[src/rtl/dmx_pkg.sv]
// Shared constants, word kinds and line-FSM states for the DMX512 transmit path.
package dmx_pkg;

  localparam logic [7:0]  DMX_STATUS_BREAK = 8'hbb;
  localparam logic [7:0]  DMX_STATUS_DATA  = 8'h00;
  localparam int unsigned DMX_MAX_SLOTS    = 512;
  localparam int unsigned SLOT_COUNT_W     = 10;

  typedef enum logic [1:0] {
    KIND_BREAK   = 2'd0,
    KIND_DATA    = 2'd1,
    KIND_DISCARD = 2'd2
  } wordKind_t;

  typedef struct packed {
    wordKind_t  kind;
    logic [7:0] data;
  } holdWord_t;

  typedef enum logic [2:0] {
    S_IDLE     = 3'd0,
    S_BREAK    = 3'd1,
    S_MAB      = 3'd2,
    S_SLOT     = 3'd3,
    S_SLOTWAIT = 3'd4
  } txState_t;

  function automatic wordKind_t decodeStatus(input logic [7:0] status);
    if (status == DMX_STATUS_BREAK) return KIND_BREAK;
    if (status == DMX_STATUS_DATA)  return KIND_DATA;
    return KIND_DISCARD;
  endfunction

endpackage

[src/rtl/dmx_uart_tx.sv]
// 8N2 serializer: start bit, 8 data bits LSB first, two stop bits; line idles at mark.
module dmx_uart_tx #(
  parameter int unsigned CLKS_PER_BIT = 48
) (
  input  logic       i_Clock,
  input  logic       i_Reset_n,
  input  logic       i_Start,
  input  logic [7:0] i_Byte,
  output logic       o_Serial,
  output logic       o_Busy,
  output logic       o_Done
);

  localparam int unsigned CLK_W      = $clog2(CLKS_PER_BIT);
  localparam int unsigned BITS_AFTER = 10;

  logic [CLK_W-1:0] clkCnt;
  logic [3:0]       bitsLeft;
  logic [9:0]       shiftReg;

  // Start bit goes out the cycle after i_Start; shiftReg holds data then stop bits.
  always_ff @(posedge i_Clock or negedge i_Reset_n) begin
    if (!i_Reset_n) begin
      o_Serial <= 1'b1;
      o_Busy   <= 1'b0;
      o_Done   <= 1'b0;
      clkCnt   <= '0;
      bitsLeft <= '0;
      shiftReg <= '1;
    end else begin
      o_Done <= 1'b0;
      if (!o_Busy) begin
        if (i_Start) begin
          o_Busy   <= 1'b1;
          o_Serial <= 1'b0;
          shiftReg <= {2'b11, i_Byte};
          bitsLeft <= 4'(BITS_AFTER);
          clkCnt   <= '0;
        end
      end else if (clkCnt == CLK_W'(CLKS_PER_BIT - 1)) begin
        clkCnt <= '0;
        if (bitsLeft == 4'd0) begin
          o_Busy   <= 1'b0;
          o_Done   <= 1'b1;
          o_Serial <= 1'b1;
        end else begin
          o_Serial <= shiftReg[0];
          shiftReg <= {1'b1, shiftReg[9:1]};
          bitsLeft <= bitsLeft - 4'd1;
        end
      end else begin
        clkCnt <= clkCnt + CLK_W'(1);
      end
    end
  end

endmodule

[src/rtl/dmx_tx.sv]
// DMX512 transmitter: parses host (status, data) byte pairs into a one-word hold
// register and plays BREAK, MAB, start code and data slots onto the line.
module dmx_tx
  import dmx_pkg::*;
#(
  parameter int unsigned CLKS_PER_BIT = 48,
  parameter int unsigned BREAK_BITS   = 23,
  parameter int unsigned MAB_BITS     = 3
) (
  input  logic                    i_Clock,
  input  logic                    i_Reset_n,
  input  logic                    i_dataValid,
  input  logic [7:0]              i_data,
  output logic                    o_ready,
  output logic                    o_Tx_Serial,
  output logic                    o_Tx_Active,
  output logic                    o_error,
  output logic [SLOT_COUNT_W-1:0] o_slotCount
);

  localparam int unsigned BREAK_CYCLES = BREAK_BITS * CLKS_PER_BIT;
  localparam int unsigned MAB_CYCLES   = MAB_BITS * CLKS_PER_BIT;
  localparam int unsigned TIMER_W      =
    $clog2((BREAK_CYCLES > MAB_CYCLES) ? BREAK_CYCLES : MAB_CYCLES);

  logic      accept_c;
  logic      consume_c;
  logic      phaseData;
  wordKind_t statusKind;
  holdWord_t holdWord;

  txState_t                 state, stateNext;
  logic                     lineLevel, lineLevelNext;
  logic                     uartStart, uartStartNext;
  logic [7:0]               txByte, txByteNext;
  logic                     startCodeSlot, startCodeSlotNext;
  logic                     frameOpen, frameOpenNext;
  logic [TIMER_W-1:0]       timer, timerNext;
  logic                     errorNext;
  logic                     activeNext;
  logic [SLOT_COUNT_W-1:0]  slotCountNext;

  logic uartSerial;
  logic uartBusy;
  logic uartDone;

  assign accept_c = i_dataValid && o_ready;

  // Byte parser: o_ready doubles as "hold register empty".
  always_ff @(posedge i_Clock or negedge i_Reset_n) begin
    if (!i_Reset_n) begin
      phaseData     <= 1'b0;
      statusKind    <= KIND_DISCARD;
      holdWord.kind <= KIND_DISCARD;
      holdWord.data <= '0;
      o_ready       <= 1'b1;
    end else begin
      if (accept_c) begin
        phaseData <= !phaseData;
      end
      if (accept_c && !phaseData) begin
        statusKind <= decodeStatus(i_data);
      end
      if (accept_c && phaseData) begin
        holdWord.kind <= statusKind;
        holdWord.data <= i_data;
        o_ready       <= 1'b0;
      end else if (consume_c) begin
        o_ready <= 1'b1;
      end
    end
  end

  // Line FSM registers, including all registered outputs.
  always_ff @(posedge i_Clock or negedge i_Reset_n) begin
    if (!i_Reset_n) begin
      state         <= S_IDLE;
      lineLevel     <= 1'b1;
      uartStart     <= 1'b0;
      txByte        <= '0;
      startCodeSlot <= 1'b0;
      frameOpen     <= 1'b0;
      timer         <= '0;
      o_error       <= 1'b0;
      o_Tx_Active   <= 1'b0;
      o_slotCount   <= '0;
    end else begin
      state         <= stateNext;
      lineLevel     <= lineLevelNext;
      uartStart     <= uartStartNext;
      txByte        <= txByteNext;
      startCodeSlot <= startCodeSlotNext;
      frameOpen     <= frameOpenNext;
      timer         <= timerNext;
      o_error       <= errorNext;
      o_Tx_Active   <= activeNext;
      o_slotCount   <= slotCountNext;
    end
  end

  always_comb begin
    stateNext         = state;
    lineLevelNext     = 1'b1;
    uartStartNext     = 1'b0;
    txByteNext        = txByte;
    startCodeSlotNext = startCodeSlot;
    frameOpenNext     = frameOpen;
    timerNext         = timer;
    errorNext         = 1'b0;
    slotCountNext     = o_slotCount;
    consume_c         = 1'b0;
    case (state)
      S_IDLE: begin
        if (!o_ready) begin
          consume_c = 1'b1;
          case (holdWord.kind)
            KIND_BREAK: begin
              stateNext         = S_BREAK;
              lineLevelNext     = 1'b0;
              txByteNext        = holdWord.data;
              startCodeSlotNext = 1'b1;
              frameOpenNext     = 1'b1;
              slotCountNext     = '0;
              timerNext         = '0;
            end
            KIND_DATA: begin
              if (frameOpen && (o_slotCount < SLOT_COUNT_W'(DMX_MAX_SLOTS))) begin
                stateNext         = S_SLOT;
                uartStartNext     = 1'b1;
                txByteNext        = holdWord.data;
                startCodeSlotNext = 1'b0;
              end else begin
                errorNext = 1'b1;
              end
            end
            default: errorNext = 1'b1;
          endcase
        end
      end
      S_BREAK: begin
        if (timer == TIMER_W'(BREAK_CYCLES - 1)) begin
          stateNext = S_MAB;
          timerNext = '0;
        end else begin
          lineLevelNext = 1'b0;
          timerNext     = timer + TIMER_W'(1);
        end
      end
      // The S_SLOT cycle is still mark, so MAB ends one cycle early to keep it exact.
      S_MAB: begin
        if (timer == TIMER_W'(MAB_CYCLES - 2)) begin
          stateNext     = S_SLOT;
          uartStartNext = 1'b1;
        end else begin
          timerNext = timer + TIMER_W'(1);
        end
      end
      S_SLOT: stateNext = S_SLOTWAIT;
      S_SLOTWAIT: begin
        if (uartDone) begin
          stateNext = S_IDLE;
          if (!startCodeSlot && (o_slotCount < SLOT_COUNT_W'(DMX_MAX_SLOTS))) begin
            slotCountNext = o_slotCount + SLOT_COUNT_W'(1);
          end
        end
      end
      default: stateNext = S_IDLE;
    endcase
    activeNext = (stateNext != S_IDLE) || uartBusy;
  end

  dmx_uart_tx #(
    .CLKS_PER_BIT(CLKS_PER_BIT)
  ) uUart (
    .i_Clock  (i_Clock),
    .i_Reset_n(i_Reset_n),
    .i_Start  (uartStart),
    .i_Byte   (txByte),
    .o_Serial (uartSerial),
    .o_Busy   (uartBusy),
    .o_Done   (uartDone)
  );

  // Both sources are flops that idle at mark, so reset forces the line high at once.
  assign o_Tx_Serial = lineLevel & uartSerial;

endmodule

[config.mk]
export PLATFORM = sky130hd
export DESIGN_NAME = dmx_tx
export DESIGN_NICKNAME = d
export VERILOG_FILES = /design/src/rtl/dmx_pkg.sv /design/src/rtl/dmx_uart_tx.sv /design/src/rtl/dmx_tx.sv
export SDC_FILE = /design/constraint.sdc
export NUM_CORES = 1
export LEC_CHECK = 0
export CELL_PAD_IN_SITES_DETAIL_PLACEMENT = 0
export CELL_PAD_IN_SITES_GLOBAL_PLACEMENT = 1
export CORE_AREA = 10 10 105 107
export CTS_BUF_LIST = sky130_fd_sc_hd__clkbuf_8
export DETAILED_ROUTE_END_ITERATION = 7
export DIE_AREA = 0 0 115 117
export GPL_TIMING_DRIVEN = 1
export MAX_ROUTING_LAYER = met4
export PLACE_DENSITY_LB_ADDON = 0.1
export SLEW_MARGIN = 20
export SYNTH_ARGS = -nofsm -noshare
export SYNTH_HDL_FRONTEND = slang
export SYNTH_HIERARCHICAL = 1
export SYNTH_SLANG_ARGS = --single-unit
[constraint.sdc]
create_clock -name i_Clock -period 1.85 [get_ports i_Clock]
set_input_delay 0.2775 -clock i_Clock [delete_from_list [all_inputs] [get_ports i_Clock]]
set_output_delay 0.2775 -clock i_Clock [all_outputs]
set_load 0.01 [all_outputs]
==> results of run 1 <==
[area by class of cell]
type / count / area [um^2]
fillers: 869 / 4491
flip-flops and latches: 73 / 1844
multi-input cells: 254 / 1829
repair buffers: 52 / 465.4
well taps: 111 / 138.9
clock buffers: 9 / 123.9
clock inverters: 7 / 80.08
inverters: 13 / 48.80
[flip-flops by register name, indices dropped and copies added (netlist names), 2 cells and up]
register and count:
timer 11, holdWord 10, o_slotCount 10, txByte 8, uUart/shiftReg 8, uUart/clkCnt 6
uUart/bitsLeft 4, state 3, statusKind 2
[layer usage]
| layer | vias to the layer above | wire (um) | part of all wire [%] |
|---|---|---|---|
| li1 | 1458 | - | - |
| met1 | 1462 | 4513 | 52 |
| met2 | 41 | 3854 | 44 |
| met3 | 9 | 206 | 2.4 |
| met4 | 0 | 106 | 1.2 |
| met5 | - | 0 | 0 |
[stage by stage]
step	cells	setup WS, ns	setup TNS (ns)	util [%]	total power [mW]
final	519	0.06439	0	50.22	4.773
after global routing	519	-0.08124	-0.3776	50.22	5.097
after floorplan	358	0.1028	0	-	3.037
after CTS	518	0.03359	0	50.03	4.821
after detailed placement	499	0.05490	0	47.50	3.477
after global placement	499	0.1068	0	47.50	3.437
[cell families (layout without fill, tap and decap cells)]
family,after synthesis,count (layout),synth area share [%]
AOI/OAI and AO/OA,99,99,17.82
xor gates and xnor gates,6,6,1.381
adders and majority gates,6,6,1.972
buffers and inverters,31,81,3.649
DFF,73,73,48.42
muxes,26,26,7.430
and+or+nand+nor,117,117,19.33
[repair_timing]
item                       CTS  global route
hold buffers                 1             0
setup endpoints to repair    2            16
resized for setup            1             3
pin swaps                    0             3
hold endpoints to repair    24             0
setup buffers                2             1
[worst max-delay path by stage]
stage | start | to | slack, ns | cells after the start
3_3_place_gp | uUart/bitsLeft[1] | uUart/o_Serial | 0.11 | 6
3_5_place_dp | timer[0] | timer[4] | 0.05 | 6
5_1_grt | state[1] | timer[2] | -0.08 | 5
2_1_floorplan | state[1] | txByte[0] | 0.10 | 5
4_1_cts | timer[0] | timer[4] | 0.03 | 6
6_report | o_ready | txByte[1] | 0.06 | 5
[layout by cell type, fill, tap and decap left out, types with 9 or more instances in the layout]
cell type	Yosys	routed
a21oi_1	17	17
buf_4	2	26
clkbuf_8	0	9
clkdlybuf4s50_1	0	22
dfrtp_1	60	59
dfstp_2	13	13
inv_1	12	12
mux2_2	10	10
nand2_1	23	23
nand3_1	12	12
nor2_1	17	17
o21ai_0	18	18
o31ai_1	13	13
[power breakdown]
part	total (mW)	internal (mW)	switching, mW
Sequential	2.35	2.03	0.316
Clock	1.28	0.637	0.645
Combinational	1.15	0.605	0.541
==> out/qor.yml, run 1 <==
global_route:
  use_met1_pct: 19.20
  antenna_found_initial: 0
  use_met3_pct: 2.243
  met2_usage_pct: 19.82
  grt_use_total_pct: 13.80
  grt_first_pass_wirelength_um: 14720
  busiest_layer: "met2"
  grt.overflow.total: 0
  grt_max_degree: 40
  first_global_vias: 2929
floorplanning:
  coreArea_um2: 9021
  dieArea_um2: 13460
  io_pins: 25
  initial_core_util_pct: 42.19
  row_count: 35
  dieWidth_um: 115
  die-height_um: 117
detailed_routing:
  vias: 2970
  post_drt_wl_per_cell_um: 16.73
  drc_errors: 0
  drt-total-wl_um: 8681
  via_per_inst: 5.723
  firstDrtPassIters: 4
  drt_iter0_drc: 217
  final_antenna_net_count: 0
critical_path:
  r2r_cells: 5
  cp_max_fo: 10
  startpoint_type: "register"
  cp_num_buf_inv: 2
  critical_path_required_ns: 2.08
  crit-reg2reg-launch: "o_ready"
  crit_chain: "buf_4 -> or4_4 -> nor2b_1 -> buf_4 -> mux2_1"
  cpPeakStageDelay_ns: 0.46
  path_common_cell: "buf_4"
  critPathTopFamily: "simple AND/OR/NAND/NOR gates"
  rr_endpoint: "txByte[1]"
  critPathCaptureType: "register"
  crit_arrival_ns: 2.01
  r2r_slack_ns: 0.06
  path_class: "register to register"
  worst_path_max_delay_cell: "or4_4"
pwr:
  ir_drop_v: 0.0005580
  power.leakage_nw: 1.859
  power_density_nw_per_um2: 1054
synth:
  synth_top_area_cell: "dfrtp_1"
  synth_edf_count: 0
  synth_top_area_share_pct: 39.45
  syn_area_per_cell_um2: 10.63
  synthCells: 358
  seq_area_frac_synth_pct: 48.42
  synth_top_flop_cell: "dfrtp_1"
  syn_area_um2: 3806
  synth-seq-cells: 73
  synthDistinctLibCells: 64
  synth_top_cells_by_count: "dfrtp_1, nand2_1, o21ai_0, a21oi_1, nor2_1"
  syn-num-nets: 375
  synth.most_common_cell: "dfrtp_1"
  async_reset_ff_share_pct: 100.0
  synth_area_leaders: "dfrtp_1, dfstp_2, mux2_2"
  yosysWarnings: 6
clock_tree:
  cts_buffers: 9
  clk_latency_ns: 0.34
  clockBufferDepth: 2
  htreeDepth: 3
  clkSinkCount: 73
  cts_root_buffer: "clkbuf_8"
  clkSlewWorstSetupHoldPaths_ns: 0.08
  cts_tree: "yes"
timing:
  hold_ws_ns: 0.4828
  clock.fmax_mhz: 560.0
  final_hold_viol_count: 0
  relSlewSlack_pct: 64.46
  tightest_slew_ns: 0.5295
  min_period_ns: 1.786
  drv_slew: 0
  skew_ns: 0.004769
  setup_violations: 0
  period_share_pct: 96.52
  rsz0062_at_grt: "yes"
run_status:
  status: "completed"
final_layout:
  diodes: 0
  nets: 420
  fin_area_um2: 4531
  area_growth_pct: 19.03
  drive_above_1_share_pct: 20.10
placement:
  place.port_buffers: 24
  gp_congestion: 0.8386
  dp_hpwl_um: 6224
  place_area_um2: 4285
min_path:
  hold_class: "input pin to async pin"
flow_run:
  maxCapViolations: 0
Power figures use the tool's default switching activity.
==> inputs of run 2 (changes only) <==
- CORE_AREA: 10 10 105 107 -> 10 10 99 101
- DIE_AREA: 0 0 115 117 -> 0 0 109 111
- REMOVE_ABC_BUFFERS: default -> 1
- clock period: 1.85 -> 2.25 ns (I/O delays scaled with it)
==> run 2 against run 1 <==
  * Final cell count fell by 4.6%
  * Power fell by 20%
  * Register-to-register slack improved by 0.30 ns
  * Clock skew rose by 0.010 ns
  * Non-clock buffer count fell by 18
  * First-iteration DRC count rose by 6.0%
  * Critical path type is now register to output pin
  * Critical endpoint is now o_ready
==> out/qor.yml, run 2 (same netlist as run 1, synthesis figures left out) <==
run_status:
  status: "completed"
final_layout:
  drive_above_1_share_pct: 15.90  # -4.2 points
  regMostFlops: "timer"
  most-common-layout-cells: "dfrtp_1, nand2_1, clkdlybuf4s50_1, o21ai_0"
  diodes: 0  # unchanged
  layout_commonest_cell: "dfrtp_1"
  largest_register_ffs: 11  # unchanged
  fin_cells: 495  # -4.6%
  nets: 402  # -4.3%
  fin_area_um2: 4377  # -3.4%
  reg_top3: "timer (11), holdWord (10), o_slotCount (10)"
  area_growth_pct: 14.99
timing:
  period_share_pct: 85.86
  rsz0062_at_grt: "no"
  setup_slack_ns: 0.3181  # +0.2537 ns
  setup_tns_ns: 0  # unchanged
  skew_ns: 0.01479  # +0.01002 ns
  clock.fmax_mhz: 517.6
  min_period_ns: 1.932
  drv_slew: 0  # unchanged
  setup_violations: 0  # unchanged
  tightest_slew_ns: 0.6931  # +0.1636 ns
  relSlewSlack_pct: 53.80  # -11 points
  final_hold_viol_count: 0  # unchanged
clock_tree:
  cts_buffers: 9  # unchanged
  clockBufferDepth: 2  # unchanged
  post_cts_buffers: 0  # -2
  clkSinkCount: 73  # unchanged
  cts_tree: "yes"
  htreeDepth: 3  # unchanged
  clkSlewWorstSetupHoldPaths_ns: 0.08  # about the same
  cts_root_buffer: "clkbuf_8"
  clk_latency_ns: 0.36  # +0.02 ns
placement:
  place.port_buffers: 24  # unchanged
  post-place-ws_ns: 0.3951  # +0.3402 ns
  gp_congestion: 0.8281  # -1.3%
  place_area_um2: 4165  # -2.8%
  dp.cells: 478  # -4.2%
  dp_hpwl_um: 5690  # -8.6%
global_route:
  grt_max_degree: 43  # +7.5%
  grt_first_pass_wirelength_um: 14330  # -2.6%
  antenna_found_initial: 0  # unchanged
  grt_use_total_pct: 14.79  # +0.99 points
  first_global_vias: 2813  # -4.0%
  grt.overflow.total: 0  # unchanged
pwr:
  ir_drop_v: 0.0006099  # +9.3%
  power.leakage_nw: 1.761  # -5.2%
  power_density_nw_per_um2: 871.5  # -17%
detailed_routing:
  drt_iter0_drc: 230  # +6.0%
  post_drt_wl_per_cell_um: 16.40  # -1.9%
  via_per_inst: 5.844  # +2.1%
  drc_errors: 0  # unchanged
  final_antenna_net_count: 0  # unchanged
  drt-total-wl_um: 8119  # -6.5%
  firstDrtPassIters: 4  # unchanged
  vias: 2893  # -2.6%
critical_path:
  crit_chain: "clkdlybuf4s50_1"
  rr_endpoint: "txByte[3]"
  critPathTopFamily: "flip-flops"
  critPathCaptureType: "output pin"
  worst_path_max_delay_cell: "dfstp_2"
  cp.depth: 1  # -4
  endpoint: "o_ready"
  crit-reg2reg-launch: "state[2]"
  cpPeakStageDelay_ns: 0.66  # +0.20 ns
  path_class: "register to output pin"
  r2r_cells: 4  # -1
  cp_num_buf_inv: 1  # -1
  crit_arrival_ns: 1.59  # -0.42 ns
  critical_path_required_ns: 1.91  # -0.17 ns
  startpoint_type: "register"
  r2r_slack_ns: 0.36  # +0.30 ns
  cp_max_fo: 7  # -3
  crit_path_start: "o_ready"
floorplanning:
  row_count: 33  # -5.7%
  io_pins: 25  # unchanged
  die-height_um: 111  # -5.1%
  initial_core_util_pct: 47.76  # +5.6 points
  dieWidth_um: 109  # -5.2%
  dieArea_um2: 12100  # -10%
  coreArea_um2: 7969  # -12%
flow_run:
  maxCapViolations: 0  # unchanged
min_path:
  hold_class: "register to register"
run 2: cell type report:
cell class                 count  area, um^2
inverter                      13       48.80
tap                          105       131.4
timing repair buffer          34       327.8
fill                         705        3592
sequential                    73        1843
multi-input combinational    254        1824
clock buffer                   9       123.9
clock inverter                 7       77.57
run 2: metrics by stage:
stage	hold slack, ns	power, mW	utilization (%)
2_1_floorplan	0.04191	2.481	-
3_3_place_gp	0.3729	2.754	52.27
3_5_place_dp	0.3760	2.788	52.27
4_1_cts	0.4798	3.856	54.92
5_1_grt	0.5126	4.082	54.92
6_report	0.4798	3.814	54.92
run 2: layer usage:
layer	global-route usage, %	share of wire [%]
met1	21.57	53
met2	19.93	42
met3	2.674	3.2
met4	5.013	1.3
met5	-	0
run 2: worst register-to-register path: cells and delay by family, from the launching register on:
| kind | cells | cell delay (ns) |
|---|---|---|
| buffers and inverters | 1 | 0.20 |
| AND/OR/NAND/NOR | 2 | 0.71 |
| flip-flops | 1 | 0.51 |
| multiplexers | 1 | 0.34 |
run 2: worst min path at each step:
| stage | from | endpoint | slack, ns | cells past startpoint |
|---|---|---|---|---|
| after floorplan | i_Reset_n | frameOpen | 0.04 | 0 |
| after global placement | i_Reset_n | uUart/bitsLeft[2] | 0.37 | 1 |
| after detailed placement | i_Reset_n | uUart/clkCnt[5] | 0.38 | 1 |
| after CTS | frameOpen | frameOpen | 0.48 | 1 |
| after global routing | uUart/shiftReg[0] | uUart/shiftReg[0] | 0.51 | 2 |
| final | frameOpen | frameOpen | 0.48 | 1 |
run 2: what timing repair did:
item,in CTS,in global routing
hold buffers,1,0
hold endpoints to repair,26,0
resized for setup,0,0
run 2: report_power, final:
group,switching [mW],internal [mW],total [mW]
clock network,0.534,0.524,1.06
logic,0.399,0.420,0.820
registers,0.270,1.67,1.94
